==> src/rtl/bcd_down_timer_if.sv <==
// bcd_down_timer_if: load/count controls and BCD readout of the countdown timer
interface bcd_down_timer_if #(parameter int DIGITS = 2);
    logic                  load;
    logic [4*DIGITS-1:0]   load_val;
    logic                  en;
    logic [4*DIGITS-1:0]   q;
    logic                  busy;
    logic                  zero;
    logic                  tc;
    modport master (output load, load_val, en, input q, busy, zero, tc);
    modport slave  (input load, load_val, en, output q, busy, zero, tc);
endinterface

==> src/rtl/bcd_down_timer.sv <==
// bcd_down_timer: loadable multi-digit BCD countdown timer with busy/zero/tc.
// Define BCD_AUTORELOAD_EN to restart from the last loaded value after each terminal count.
module bcd_down_timer #(
    parameter int DIGITS = 2
) (
    input logic            clk,
    input logic            reset,
    bcd_down_timer_if.slave bus
);
    localparam int W = 4*DIGITS;

    typedef enum logic {IDLE, RUN} state_t;

    state_t       state, state_n;
    logic [W-1:0] q, q_n, san, dec;
    logic         tc, tc_n, borrow;
`ifdef BCD_AUTORELOAD_EN
    logic [W-1:0] reload, reload_n;
`endif

    // Per-digit clamp of the preset and ripple-borrow decrement of q
    always_comb begin
        san = '0;
        dec = '0;
        borrow = 1'b1;
        for (int i = 0; i < DIGITS; i++) begin
            san[4*i+:4] = bus.load_val[4*i+:4] > 4'd9 ? 4'd9 : bus.load_val[4*i+:4];
            dec[4*i+:4] = !borrow ? q[4*i+:4] : (q[4*i+:4] == 4'd0 ? 4'd9 : q[4*i+:4] - 4'd1);
            borrow = borrow && q[4*i+:4] == 4'd0;
        end
    end

    always_comb begin
        state_n = state;
        q_n = q;
        tc_n = 1'b0;
`ifdef BCD_AUTORELOAD_EN
        reload_n = reload;
`endif
        if (bus.load) begin
            q_n = san;
            state_n = san != '0 ? RUN : IDLE;
`ifdef BCD_AUTORELOAD_EN
            reload_n = san;
`endif
        end else if (state == RUN && bus.en) begin
`ifdef BCD_AUTORELOAD_EN
            // q==0 in RUN only happens after a terminal tick with a live reload value
            if (q == '0) begin
                q_n = reload;
            end else begin
                q_n = dec;
                tc_n = q == W'(1);
                state_n = (tc_n && reload == '0) ? IDLE : RUN;
            end
`else
            q_n = dec;
            tc_n = q == W'(1);
            state_n = tc_n ? IDLE : RUN;
`endif
        end
    end

    always_ff @(posedge clk or posedge reset) begin
        if (reset) begin
            state <= IDLE;
            q <= '0;
            tc <= 1'b0;
`ifdef BCD_AUTORELOAD_EN
            reload <= '0;
`endif
        end else begin
            state <= state_n;
            q <= q_n;
            tc <= tc_n;
`ifdef BCD_AUTORELOAD_EN
            reload <= reload_n;
`endif
        end
    end

    assign bus.q    = q;
    assign bus.busy = state == RUN;
    assign bus.zero = q == '0;
    assign bus.tc   = tc;
endmodule

==> src/flat_wrapper.sv <==
// flat-port wrapper written by rule: the top's interface ports become plain ports
module bcd_down_timer_flat 
#(
    parameter int DIGITS = 2
)
  (clk, reset, bus_load, bus_load_val, bus_en, bus_q, bus_busy, bus_zero, bus_tc);
  bcd_down_timer_if #(.DIGITS(DIGITS)) bus_i ();
  input logic clk;
  input logic reset;
  input wire logic [$bits(bus_i.load)-1:0] bus_load;
  input wire logic [$bits(bus_i.load_val)-1:0] bus_load_val;
  input wire logic [$bits(bus_i.en)-1:0] bus_en;
  output wire logic [$bits(bus_i.q)-1:0] bus_q;
  output wire logic [$bits(bus_i.busy)-1:0] bus_busy;
  output wire logic [$bits(bus_i.zero)-1:0] bus_zero;
  output wire logic [$bits(bus_i.tc)-1:0] bus_tc;
  assign bus_i.load = bus_load;
  assign bus_i.load_val = bus_load_val;
  assign bus_i.en = bus_en;
  assign bus_q = bus_i.q;
  assign bus_busy = bus_i.busy;
  assign bus_zero = bus_i.zero;
  assign bus_tc = bus_i.tc;
  bcd_down_timer #(.DIGITS(DIGITS)) u_core (.clk(clk), .reset(reset), .bus(bus_i));
endmodule
==> config.mk <==
export PLATFORM = sky130hd
export DESIGN_NAME = bcd_down_timer_flat
export DESIGN_NICKNAME = d
export VERILOG_FILES = /design/src/rtl/bcd_down_timer_if.sv /design/src/rtl/bcd_down_timer.sv /design/src/flat_wrapper.sv
export SDC_FILE = /design/constraint.sdc
export NUM_CORES = 1
export LEC_CHECK = 0
export ABC_CLOCK_PERIOD_IN_PS = 3960
export CORE_MARGIN = 3
export CORE_UTILIZATION = 44
export CTS_CLUSTER_DIAMETER = 100
export DETAILED_ROUTE_END_ITERATION = 10
export GPL_TIMING_DRIVEN = 0
export PLACE_DENSITY = 0.87
export SETUP_SLACK_MARGIN = 0.2
export SYNTH_ARGS = -nofsm -noshare
export SYNTH_HDL_FRONTEND = slang
export SYNTH_SLANG_ARGS = --single-unit
==> constraint.sdc <==
create_clock -name clk -period 3.96 [get_ports clk]
set_clock_uncertainty 0.15 [all_clocks]
set_input_delay 0.792 -clock clk [delete_from_list [all_inputs] [get_ports clk]]
set_output_delay 0.792 -clock clk [all_outputs]
set_load 0.05 [all_outputs]
### After elaboration in Yosys (flattened, before gate mapping)

Index checks and enable logic that the tools add are counted.

| storage, ports and cells | value |
|---|---|
| output and inout bits | 11 |
| logic and storage cells | 30 |
| register bits | 10 |

| cells by class | value |
|---|---|
| add/sub/neg operators | 2 |
| eq/ne operators | 1 |
| reductions and logical operators | 8 |
| $lt $le $gt $ge | 2 |
| muxes and demuxes | 13 |

Operators with widths:

| kind | number |
|---|---|
| 2-to-1 mux 4 bit | 5 |
| 2-to-1 mux 8 bit | 2 |
| == test 8 x 1 -> 1 bit (second input constant) | 1 |
| > comparator 4 bit (second input constant) | 2 |
| zero test 4 bit | 2 |
| zero test 8 bit | 1 |
| nonzero test 8 bit | 1 |
| subtractor 4 x 1 -> 4 bit (second input constant) | 2 |
| 2-to-1 mux 1 bit | 6 |
| nonzero test 2 bit | 2 |
| AND reduction 2 bit | 1 |
| logical AND 1 bit | 1 |

### Longest topological paths before layout

| depth | value |
|---|---|
| word-level depth | 5 |
| mapped depth | 4 |
| mapped depth without buffers | 3 |

### Worst setup path before layout

Ideal clock, no wire load.

| timing | value |
|---|---|
| kind | reg-to-output |
| start | reg u_core.q[3], in the netlist u_core.bus.q[3] |
| end | out bus_zero |
| data required time | 3.018 ns |
| cell stages (with the launch flop) | 3 |
| arrival time | 1.893 ns |
| path slack | 1.125 ns |
| cell sequence | dfrtp_1 or4_4 nor2_1 |

| between the ends | value |
|---|---|
| cells in the longest elaborated chain, start to end | 1 |

Ends and longest elaborated chain:

| item | RTL line | RTL |
|---|---|---|
| from (decl) | bcd_down_timer.sv:15 | `logic [W-1:0] q, q_n, san, dec;` |
| from (signal assigned) | bcd_down_timer.sv:74 | `q <= q_n;` |
| zero test 8 bit | bcd_down_timer.sv:84 | `assign bus.zero = q == '0;` |
| to (decl) | flat_wrapper.sv:15 | `output wire logic [$bits(bus_i.zero)-1:0] bus_zero;` |

Every way passes these cells.

### Worst setup path after layout

Same ends and word-level chain as after synthesis.

==> summary.md <==
| Metric | Value |
|---|---|
| NumNets Final | roughly 100 |
| Delay-heaviest family, CP | buffers and inverters |
| Initial core utilization | 0.4936 |
| P_sw | around 0.00012 W |
| P per Cell Area | 377.3 mW/mm^2 |
| Peak VDD IR | just under 0.0002 V |
| Top cells by area, synth | dfrtp_1 43%, a21oi_1 6.1%, a31oi_1 4.3% |
| Rel. slew slack | 0.6053 |
| Clk Latency, worst-skew pair | 0.27 ns |
| Initial antenna violation count | 0 |
| Detailed Route Iter0 Violations | 39 |
| First-pass GRT wire length | roughly 2.5 mm |
| Leakage power | 0.3144 nW |
| Largest net degree at the start of global routing | 11 |
| Syn Std Cell Area | between 500 and 600 sq um |
| Startpoint Class | flip-flop |
| Yosys top cell by area | dfrtp_1 |
| Worst-margin pin slew | between 0.5 and 0.6 ns |
| Post-CTS Hold Buffers | 0 |
| Total number of vias | approximately 660 |
| Fmax | around 310 MHz |
| DR vias/cell | roughly 6.3 |
| Hold path depth | 1 |
| Worst reg2reg startpoint | u_core.bus.q[3] |
| Die area | 0.001785 sq mm |
| HPWL after DPL | 1.124 mm |
| GRT Total Usage | 0.1894 |
| Placement row count | 12 |
| Status | finished clean |
| Most used DFF post-synth | dfrtp_1 |
| Post-CTS setup buffers | 0 |
| Setup TNS | 0 ns |
| HP Start | u_core.bus.busy |
| Synth cell count leaders | 10 x dfrtp_1, 7 x a21oi_1, 5 x inv_1, 5 x o21ai_0 |
| Final WL | 1.603 mm |
| Reg2reg path depth | 3 |
| Fill cells | 88 |
| Logic pwr share | 0.304 |
| Sequential cell area fraction in the yosys report | 0.4329 |
| Share of total power in the clock network | 0.302 |
| Share of layout cells above drive strength 1 | 0.07778 |
| EDFF count, synth | 0 |
| WP data required | slightly above 3 ns |
| P_int | about 0.00021 W |
| Clk sink count | 10 |
| Final Max Slew Viols | 0 |
| R2R setup slack | ~2.1 ns |
| Root buffer cell | clkbuf_4 |
| I/O pin count | 23 |
| Syn. warnings | 0 |
| Syn_area_per_cell | 9.032 sq um |
| Area grow syn2layout | 47.40% |
| Global route overflow | 0 |
| Synth top area share | 0.4329 |
| Endpoint with the worst hold slack | u_core.bus.busy |
| CP peak stage delay | around 0.8 ns |
| Tightest Hold Check Type | flip-flop to flip-flop |
| Max-Cap Viols | 0 |
| Crit-path max FO | 8 |
| Clock transition at path regs | roughly 0.070 ns |
| Final Hold Vio Count | 0 |
| Crit path time final | 3.178 ns |
| #FFs+latches synth | 10 |
| Worst hold slack | between 0.4 and 0.5 ns |
| CTS H-tree depth | 1 |
| Input/output buffers | 22 |
| Antenna cells | 0 |
| GP Congestion | slightly above 0.8 |
| Tcrit/Tclk final | 0.8026 |
| Finish-stage setup viols | 0 |
| WL per Instance | 15.41 um |
| Critical-path top delay cell | clkdlybuf4s50_1 |
| Nature of the critical path endpoint | primary output |
| Unique masters post-synth | 26 |
| Async S/R FF share, synth | 1.000 |
| CTS Buffer Depth | 2 |
| R2r endpoint | u_core.bus.q[7] |
| # DRC | 0 |
| RSZ-0062 raised after global routing | no |
| Vias in the first global route | roughly 530 |
| Syn nets | 76 |
| Syn Inst Count | 64 |
| Die Y | between 40 and 50 um |
| Sw Ratio | 0.3597 |
| CTS tree | built |
| CP arrival | about 2.2 ns |
| Worst-path cell chain | or4_4 > nor2_1 > clkdlybuf4s50_1 |
| Crit path kind | flip-flop to primary output |
| Width of the chip | approximately 42 um |
| Post-DRT Antenna Nets | 0 |
| Post-cts repair resize count | 0 |
| Inserted Clock Buffers | 3 |
| Flop pwr share | 0.394 |
| Drt first pass iters | 4 |
| Most common cell in the netlist | dfrtp_1 |
| Worst Path Buf+Inv | 1 |
| CORE AREA | around 0.0012 sq mm |
power by group through the flow:
| stage | combinational, W | clock (W) | sequential (W) |
|---|---|---|---|
| finish | 0.0000978 | 0.0000971 | 0.000127 |
| CTS | 0.0000977 | 0.0000983 | 0.000126 |
| global placement | 0.0000957 | 0 | 0.000127 |
| floorplan | 0.0000255 | 0 | 0.000158 |
| global route | 0.000103 | 0.000103 | 0.000128 |
| detailed placement | 0.0000969 | 0 | 0.000128 |
cell usage in the layout, fill, tap and decap left out, types with 3 or more instances in the layout:
cell | netlist | layout
a21oi_1 | 7 | 7
a31oi_1 | 4 | 4
clkbuf_4 | 0 | 3
clkdlybuf4s50_1 | 0 | 22
dfrtp_1 | 10 | 10
inv_1 | 5 | 5
nand2_1 | 3 | 3
nor2_1 | 4 | 4
nor4_1 | 4 | 4
o21ai_0 | 5 | 5
how the worst max path moves through the flow:
stage,to,cells after the start,from
final,bus_zero,3,u_core.bus.q[3]
after global routing,bus_zero,3,u_core.bus.q[3]
after CTS,bus_zero,3,u_core.bus.q[3]
after detailed placement,bus_zero,3,u_core.bus.q[3]
after global placement,bus_zero,3,u_core.bus.q[3]
after floorplan,bus_zero,2,u_core.bus.q[3]
sequential cells by signal, summed over array words and instances (netlist names):
signal	count
u_core.bus.tc	1
u_core.bus.busy	1
u_core.bus.q	8
layout make-up:
cell class | count | area, sq um | share of cell area
inverter | 5 | 18.77 | 0.02203
multi-input combinational | 48 | 305.3 | 0.3583
timing repair buffer | 22 | 220.2 | 0.2584
clock buffer | 4 | 36.28 | 0.04258
buffer | 1 | 3.754 | 0.004405
tap | 14 | 17.52 | 0.02056
sequential | 10 | 250.2 | 0.2937
kinds of logic (layout without fill, tap and decap cells):
logic type | after synthesis | count (layout) | share of synthesized area
AND/OR/NAND/NOR | 24 | 24 | 0.2662
AO/OA/AOI/OAI | 23 | 23 | 0.2468
flip-flops | 10 | 10 | 0.4329
buffers and inverters | 6 | 32 | 0.03896
XOR/XNOR | 1 | 1 | 0.01515
metal layers:
layer | global-route usage | up-vias | part of all wire
met1 | 0.2308 | 293 | 0.41
met4 | 0.1118 | 0 | 0.019
li1 | - | 303 | -
met5 | 0 | - | 0
met2 | 0.2918 | 54 | 0.47
met3 | 0.05579 | 5 | 0.10
stage by stage:
stage,area [sq um],utilization,worst slack [ns],std cells,power [W]
finish,852.1,0.7276,0.7815,104,0.0003214
global route,852.1,0.7276,0.7465,104,0.0003342
CTS,852.1,0.7276,0.7768,104,0.0003218
detailed placement,815.8,0.6966,1.082,100,0.0002245
global placement,815.8,0.6966,1.087,100,0.0002230
floorplan,578.1,-,1.125,64,0.0001833
Power figures use the tool's default switching activity.
